--- src/rtl/modbus_pkg.sv ---
// -----------------------------------------------------------------------------
// modbus_pkg
// Shared Modbus RTU definitions for the receive and response stages:
//   - rx_state_e : frame receiver state encoding
//   - T35_CHARS  : inter-frame silence in bit times (3.5 chars x 11 bits = 39)
//   - FRAME_LEN  : fixed request length handled by this slave (8 bytes)
//   - CRC_INIT / CRC_POLY : Modbus CRC-16 seed and reflected polynomial
//   - crc16_step : one bit-serial CRC-16 update
// -----------------------------------------------------------------------------
package modbus_pkg;

    typedef enum logic [1:0] {
        ST_IDLE    = 2'd0,
        ST_RECV    = 2'd1,
        ST_CHECK   = 2'd2,
        ST_DISCARD = 2'd3
    } rx_state_e;

    localparam int          T35_CHARS = 39;
    localparam int          FRAME_LEN = 8;
    localparam logic [15:0] CRC_INIT  = 16'hFFFF;
    localparam logic [15:0] CRC_POLY  = 16'hA001;

    // One LSB-first shift of the reflected CRC-16 register.
    function automatic logic [15:0] crc16_step(input logic [15:0] crc);
        logic [15:0] shifted;
        shifted = {1'b0, crc[15:1]};
        if (crc[0]) begin
            crc16_step = shifted ^ CRC_POLY;
        end else begin
            crc16_step = shifted;
        end
    endfunction

endpackage

--- src/rtl/modbus_crc16.sv ---
// -----------------------------------------------------------------------------
// modbus_crc16
// Bit-serial Modbus CRC-16 engine. A start strobe XORs the byte into the
// register (seeded with CRC_INIT when init is also high) and the following
// 8 clocks shift it one bit per clock.
// Ports:
//   clk, rst_n  : clock, asynchronous active-low reset
//   init        : with start, restart the CRC from CRC_INIT
//   start       : one-cycle strobe, absorb byte_data
//   byte_data   : byte to absorb
//   busy        : high while bits of the last byte are still being shifted
//   crc         : current CRC register
// -----------------------------------------------------------------------------
module modbus_crc16
    import modbus_pkg::*;
(
    input  logic        clk,
    input  logic        rst_n,
    input  logic        init,
    input  logic        start,
    input  logic [7:0]  byte_data,
    output logic        busy,
    output logic [15:0] crc
);

    logic [15:0] crc_r;
    logic [3:0]  bit_cnt_r;
    logic [15:0] seed_s;

    // Seed selection: fresh CRC on init, otherwise continue the running value.
    always_comb begin
        seed_s = crc_r;
        if (init) begin
            seed_s = CRC_INIT;
        end else begin
            seed_s = crc_r;
        end
    end

    // CRC register and remaining-bit counter.
    always_ff @(posedge clk or negedge rst_n) begin
        if (!rst_n) begin
            crc_r     <= CRC_INIT;
            bit_cnt_r <= 4'd0;
        end else if (start) begin
            crc_r     <= seed_s ^ {8'h00, byte_data};
            bit_cnt_r <= 4'd8;
        end else if (bit_cnt_r != 4'd0) begin
            crc_r     <= crc16_step(crc_r);
            bit_cnt_r <= bit_cnt_r - 4'd1;
        end else begin
            crc_r     <= crc_r;
            bit_cnt_r <= bit_cnt_r;
        end
    end

    assign busy = (bit_cnt_r != 4'd0);
    assign crc  = crc_r;

endmodule

--- src/rtl/modbus_frame_rx.sv ---
// -----------------------------------------------------------------------------
// modbus_frame_rx
// Modbus RTU request framer. Collects bytes from a UART receiver, closes the
// frame after 3.5 character times of line silence, and checks length, slave
// address and CRC-16. An accepted 8-byte request pulses frame_valid with the
// decoded fields; an addressed request with a bad CRC pulses crc_err.
// Everything else (wrong length, other slave, overlength) is dropped silently.
// Ports:
//   clk_in, rst_n_in : clock, asynchronous active-low reset
//   rx_done, rx_data : byte strobe and byte from the UART receiver
//   dev_addr         : this slave's address
//   frame_valid      : one-cycle pulse, fields below are valid
//   func_code        : function code of the accepted frame
//   reg_addr         : start register (bytes 2/3, big endian)
//   reg_data         : bytes 4/5 (quantity for 0x03, value for 0x06)
//   crc_err          : one-cycle pulse, addressed frame failed CRC
//   busy             : high from the first byte until the frame is closed
// -----------------------------------------------------------------------------
module modbus_frame_rx
    import modbus_pkg::*;
#(
    parameter int CLK_FREQ  = 50000000,
    parameter int BAUD_RATE = 9600
) (
    input  logic        clk_in,
    input  logic        rst_n_in,
    input  logic        rx_done,
    input  logic [7:0]  rx_data,
    input  logic [7:0]  dev_addr,
    output logic        frame_valid,
    output logic [7:0]  func_code,
    output logic [15:0] reg_addr,
    output logic [15:0] reg_data,
    output logic        crc_err,
    output logic        busy
);

    localparam int BPS_PARAM = CLK_FREQ / BAUD_RATE;
    localparam int T35_CNT   = T35_CHARS * BPS_PARAM;
    localparam int SIL_NEED  = $clog2(T35_CNT + 1);
    localparam int SIL_W     = (SIL_NEED > 22) ? SIL_NEED : 22;

    localparam logic [SIL_W-1:0] T35_LIM     = SIL_W'(T35_CNT);
    localparam logic [3:0]       FRAME_LEN_C = 4'(FRAME_LEN);
    // Only bytes 0..5 carry fields; bytes 6/7 are the CRC and only feed the engine.
    localparam logic [3:0]       HDR_LEN_C   = 4'd6;

    rx_state_e        state_r;
    rx_state_e        state_s;
    logic [3:0]       count_r;
    logic [3:0]       count_s;
    logic [7:0]       hdr_r [0:5];
    logic             hdr_we_s;
    logic [2:0]       hdr_idx_s;
    logic [SIL_W-1:0] sil_cnt_r;
    logic             silence_s;
    logic             counting_s;

    logic             crc_start_s;
    logic             crc_init_s;
    logic             crc_busy_s;
    logic [15:0]      crc_val_s;

    logic             addressed_s;
    logic             frame_valid_s;
    logic             crc_err_s;
    logic             busy_s;

    logic             frame_valid_r;
    logic             crc_err_r;
    logic             busy_r;
    logic [7:0]       func_code_r;
    logic [15:0]      reg_addr_r;
    logic [15:0]      reg_data_r;

    modbus_crc16 u_crc (
        .clk       (clk_in),
        .rst_n     (rst_n_in),
        .init      (crc_init_s),
        .start     (crc_start_s),
        .byte_data (rx_data),
        .busy      (crc_busy_s),
        .crc       (crc_val_s)
    );

    assign silence_s  = (sil_cnt_r == T35_LIM);
    assign counting_s = (state_r == ST_RECV) || (state_r == ST_DISCARD);

    // FSM state register.
    always_ff @(posedge clk_in or negedge rst_n_in) begin
        if (!rst_n_in) begin
            state_r <= ST_IDLE;
        end else begin
            state_r <= state_s;
        end
    end

    // FSM next-state logic; a byte landing in CHECK opens the next frame.
    always_comb begin
        state_s = state_r;
        case (state_r)
            ST_IDLE: begin
                if (rx_done) begin
                    state_s = ST_RECV;
                end else begin
                    state_s = ST_IDLE;
                end
            end
            ST_RECV: begin
                if (rx_done) begin
                    if (count_r == FRAME_LEN_C) begin
                        state_s = ST_DISCARD;
                    end else begin
                        state_s = ST_RECV;
                    end
                end else if (silence_s && !crc_busy_s) begin
                    state_s = ST_CHECK;
                end else begin
                    state_s = ST_RECV;
                end
            end
            ST_CHECK: begin
                if (rx_done) begin
                    state_s = ST_RECV;
                end else begin
                    state_s = ST_IDLE;
                end
            end
            ST_DISCARD: begin
                if (silence_s) begin
                    state_s = ST_IDLE;
                end else begin
                    state_s = ST_DISCARD;
                end
            end
            default: begin
                state_s = ST_IDLE;
            end
        endcase
    end

    // FSM outputs: byte capture, CRC control and next values of the pulses.
    always_comb begin
        crc_start_s   = 1'b0;
        crc_init_s    = 1'b0;
        hdr_we_s      = 1'b0;
        hdr_idx_s     = 3'd0;
        count_s       = count_r;
        addressed_s   = (count_r == FRAME_LEN_C) && (hdr_r[0] == dev_addr);
        frame_valid_s = 1'b0;
        crc_err_s     = 1'b0;
        busy_s        = (state_s != ST_IDLE);
        case (state_r)
            ST_IDLE, ST_CHECK: begin
                if (rx_done) begin
                    crc_start_s = 1'b1;
                    crc_init_s  = 1'b1;
                    hdr_we_s    = 1'b1;
                    hdr_idx_s   = 3'd0;
                    count_s     = 4'd1;
                end else begin
                    count_s     = count_r;
                end
                if ((state_r == ST_CHECK) && addressed_s) begin
                    frame_valid_s = (crc_val_s == 16'h0000);
                    crc_err_s     = (crc_val_s != 16'h0000);
                end else begin
                    frame_valid_s = 1'b0;
                    crc_err_s     = 1'b0;
                end
            end
            ST_RECV: begin
                if (rx_done && (count_r < FRAME_LEN_C)) begin
                    crc_start_s = 1'b1;
                    hdr_we_s    = (count_r < HDR_LEN_C);
                    hdr_idx_s   = count_r[2:0];
                    count_s     = count_r + 4'd1;
                end else begin
                    count_s     = count_r;
                end
            end
            ST_DISCARD: begin
                count_s = count_r;
            end
            default: begin
                count_s = count_r;
            end
        endcase
    end

    // Byte count and header byte storage.
    always_ff @(posedge clk_in or negedge rst_n_in) begin
        if (!rst_n_in) begin
            count_r <= 4'd0;
            for (int i = 0; i < 6; i++) begin
                hdr_r[i] <= 8'h00;
            end
        end else begin
            count_r <= count_s;
            if (hdr_we_s) begin
                hdr_r[hdr_idx_s] <= rx_data;
            end else begin
                hdr_r[hdr_idx_s] <= hdr_r[hdr_idx_s];
            end
        end
    end

    // Line-silence counter: restarts on every byte, saturates at 3.5 chars.
    always_ff @(posedge clk_in or negedge rst_n_in) begin
        if (!rst_n_in) begin
            sil_cnt_r <= '0;
        end else if (rx_done) begin
            sil_cnt_r <= '0;
        end else if (counting_s && !silence_s) begin
            sil_cnt_r <= sil_cnt_r + {{(SIL_W-1){1'b0}}, 1'b1};
        end else begin
            sil_cnt_r <= sil_cnt_r;
        end
    end

    // Registered outputs; fields only move together with frame_valid.
    always_ff @(posedge clk_in or negedge rst_n_in) begin
        if (!rst_n_in) begin
            frame_valid_r <= 1'b0;
            crc_err_r     <= 1'b0;
            busy_r        <= 1'b0;
            func_code_r   <= 8'h00;
            reg_addr_r    <= 16'h0000;
            reg_data_r    <= 16'h0000;
        end else begin
            frame_valid_r <= frame_valid_s;
            crc_err_r     <= crc_err_s;
            busy_r        <= busy_s;
            if (frame_valid_s) begin
                func_code_r <= hdr_r[1];
                reg_addr_r  <= {hdr_r[2], hdr_r[3]};
                reg_data_r  <= {hdr_r[4], hdr_r[5]};
            end else begin
                func_code_r <= func_code_r;
                reg_addr_r  <= reg_addr_r;
                reg_data_r  <= reg_data_r;
            end
        end
    end

    assign frame_valid = frame_valid_r;
    assign crc_err     = crc_err_r;
    assign busy        = busy_r;
    assign func_code   = func_code_r;
    assign reg_addr    = reg_addr_r;
    assign reg_data    = reg_data_r;

endmodule

--- config.mk ---
export PLATFORM = sky130hd
export DESIGN_NAME = modbus_frame_rx
export DESIGN_NICKNAME = d
export VERILOG_FILES = /design/src/rtl/modbus_pkg.sv /design/src/rtl/modbus_crc16.sv /design/src/rtl/modbus_frame_rx.sv
export SDC_FILE = /design/constraint.sdc
export NUM_CORES = 1
export LEC_CHECK = 0
export BUFFER_PORTS_ARGS = -buffer_cell sky130_fd_sc_hd__buf_2
export CORE_MARGIN = 4
export CORE_UTILIZATION = 51
export DETAILED_ROUTE_END_ITERATION = 10
export PLACE_DENSITY = 0.68
export SLEW_MARGIN = 20
export SYNTH_ARGS = -nofsm -noshare
export SYNTH_HDL_FRONTEND = slang
export SYNTH_HIERARCHICAL = 1
export SYNTH_SLANG_ARGS = --single-unit
--- constraint.sdc ---
create_clock -name clk_in -period 4.41 [get_ports clk_in]
set_input_delay 0.2205 -clock clk_in [delete_from_list [all_inputs] [get_ports clk_in]]
set_output_delay 0.2205 -clock clk_in [all_outputs]
set_load 0.02 [all_outputs]
==> results.py <==
metrics = {
    "clock_tree": {
        "htree_levels": 4,
        "cts_hold_buf": 1,
        "cts_buffer_depth": 2,
        "cts-root-buf": "clkbuf_16",
        "clk_pin_slew_worst_paths_ns": 0.06,
        "clock-sinks": 139,
        "numCtsBuffers": 17,
        "cts_tree": "yes",
        "cts_resized": 0,
        "post_cts_buffers": 0,
        "insertion_delay_ns": 0.41,
    },
    "finish": {
        "antennaDiodeCount": 0,
        "final_net_count": 630,
        "final_area_um2": 7410,
        "drive_above_1_share_pct": 32.4,
        "area.growth.synth_to_final_pct": 14.6,
        "fillerInstances": 1025,
    },
    "sta": {
        "slew_viol_final": 0,
        "max-slew-margin-rel_pct": 34.1,
        "period_share_pct": 62.0,
        "hold_viol": 0,
        "setup_tns_ns": 0,
        "setup_viol": 0,
        "period_needed_ns": 2.74,
        "worst_pin_slew_ns": 0.988,
        "rsz0062_at_grt": "no",
        "fin_skew_ns": 0.00592,
        "max_freq_ghz": 0.366,
    },
    "drt": {
        "drc_errors": 0,
        "vias": 4437,
        "postRouteAntennaNets": 0,
        "viasPerCell": 5.65,
        "routed_wl_mm": 13.5,
        "first_pass_iters": 5,
        "wl_per_cell_um": 17.1,
        "dr.first_iter.drc_count": 372,
    },
    "logic_synthesis": {
        "syn_area_per_cell_um2": 11.8,
        "syn_nets": 573,
        "ys_seq_area_share_pct": 54.1,
        "synth.area.top_cells": "dfrtp_1 (48%), mux2_2 (8.9%), dfstp_2 (6.5%)",
        "syn_inst": 549,
        "synth_area_um2": 6460,
        "ys_types": 58,
        "ys_warn_count": 6,
        "synth_most_common_cell": "dfrtp_1",
        "ys.flop_type": "dfrtp_1",
        "synth.top_cell.area_share_pct": 47.6,
        "async_flop_share_pct": 100,
        "synth_common_cells": "dfrtp_1 (123), nor2_1 (57), mux2_2 (51), a21oi_1 (28), nor3_1 (25)",
        "synth-seq-cells": 139,
        "synth_edf_count": 0,
        "yosysTopAreaCell": "dfrtp_1",
    },
    "grt": {
        "top_usage_layer": "met2",
        "grt_max_degree": 98,
        "antenna_found_initial": 0,
        "use_met2_pct": 30.9,
        "grt.total_usage_pct": 19.6,
        "grt_overflow": 0,
        "globalRouteMet1Util_pct": 26.7,
        "grtUsageMet3_pct": 5.47,
        "grt_pass1_vias": 4442,
        "grt_pass1_wl_mm": 22.5,
    },
    "worst_setup_path": {
        "reg2reg_from": "count_r[1]",
        "crit_arrival_ns": 3.03,
        "start_kind": "flip-flop",
        "r2r_cells": 6,
        "critPathRequiredTime_ns": 4.71,
        "crit_type": "reg2reg",
        "crit_path_end_kind": "flip-flop",
        "path_max_fanout": 40,
        "worstSetupStartpoint": "count_r[1]",
    },
    "floorplanning": {
        "die_w_um": 121,
        "ioPinCount": 62,
        "die_area_um2": 14500,
        "row_count": 40,
        "die_h_um": 121,
        "initial_core_util_pct": 52.9,
        "core_area_um2": 12200,
    },
    "power_and_ir_drop": {
        "finalPower_mw": 4.12,
        "p_per_area_nw_per_um2": 556,
        "vdd_ir_drop_max_mv": 0.293,
        "power.leakage_nw": 3.37,
    },
    "status": {
        "status": "finished, final reports clean",
    },
    "min_path": {
        "hold_class": "in2reg",
        "hp-start": "rx_data[2]",
        "min_path_cells": 2,
    },
    "place": {
        "place_area_um2": 6840,
        "port_buffers": 61,
        "hpwl_mm": 9.10,
        "place.gp.congestion": 0.821,
    },
    "job": {
        "maxCapViolations": 0,
    },
}
[logic make-up after synthesis]
| kind of cell | share of synthesized area [%] |
|---|---|
| multiplexers | 15.4 |
| buffers and inverters | 3.64 |
| XOR/XNOR | 2.71 |
| flip-flops | 54.1 |
| AO/OA/AOI/OAI | 6.16 |
| adder cells (fa/ha/maj) | 0.968 |
| AND/OR/NAND/NOR | 17.0 |
[cell usage in the layout (no fill, tap or decap), drive strengths merged, types with 4 or more instances in the layout]
| master | instances |
|---|---|
| dfrtp | 123 |
| inv | 12 |
| or4 | 6 |
| dfstp | 16 |
| mux2 | 75 |
| nand2 | 11 |
| a21oi | 29 |
| xor2 | 15 |
| or3 | 17 |
| nand4 | 9 |
| and2 | 4 |
| nand3 | 17 |
| nor3 | 25 |
| or2 | 9 |
| buf | 66 |
| nor3b | 5 |
| xnor2 | 5 |
| o31ai | 4 |
| o21ai | 24 |
| clkinv | 6 |
| mux2i | 8 |
| nor4 | 11 |
| a211oi | 4 |
| clkbuf | 21 |
| ha | 5 |
| nor2 | 57 |
[through the flow]
step                setup slack (ns)  cells  utilization (%)  hold slack (ns)
finish                          1.67    785             60.7            0.148
global route                    1.49    785             60.7            0.133
detailed placement              1.68    754             56.0            0.384
global placement                1.81    754             56.0            0.375
floorplan                       2.36    549                -          -0.0751
CTS                             1.66    785             60.6            0.126
[sequential cells by signal, indices dropped and copies added, names as in the netlist]
register         cells
crc_err              1
state_r              2
func_code            8
frame_valid          1
u_crc/crc           16
reg_data            16
sil_cnt_r           22
busy                 1
hdr_r               48
reg_addr            16
u_crc/bit_cnt_r      4
count_r              4
[cell type report]
class	count	area [um2]	share of cell area [%]
clock buffer	21	460	6.22
clock inverter	9	97.6	1.32
inverter	12	50.0	0.676
multi-input combinational	369	2730	36.9
sequential	139	3500	47.2
tap	168	210	2.84
timing repair buffer	67	359	4.85
[path summary, 6_finish.rpt]
check,endpoint,slack [ns]
max reg2reg,reg_data[4],1.67
max in group asynchronous,reg_data[2],2.82
min,hdr_r[42],0.15
min in group asynchronous,u_crc/bit_cnt_r[0],0.46
max,reg_data[4],1.67
min reg2reg,reg_addr[13],0.48
[critical path, cell delays in order (launching register included)]
cell	delay (ns)
dfrtp_1	0.47
inv_1	0.18
ha_1	0.16
and3b_1	0.21
nor4b_1	0.22
and4b_2	0.94
mux2_2	0.42
[routing by layer]
| layer | up-vias | wire, um | share of wire [%] |
|---|---|---|---|
| li1 | 2074 | - | - |
| met1 | 2257 | 6000 | 45 |
| met2 | 90 | 6620 | 49 |
| met3 | 16 | 648 | 4.8 |
| met4 | 0 | 189 | 1.4 |
| met5 | - | 0 | 0 |
[power by group]
| part | internal (mW) | total [mW] | leakage (nW) | switching, mW |
|---|---|---|---|---|
| Clock | 0.848 | 1.35 | 0.278 | 0.502 |
| Combinational | 0.434 | 0.820 | 1.38 | 0.386 |
| Sequential | 1.67 | 1.94 | 1.71 | 0.277 |
| Total | 2.95 | 4.12 | 3.37 | 1.17 |
Power figures use the tool's default switching activity.
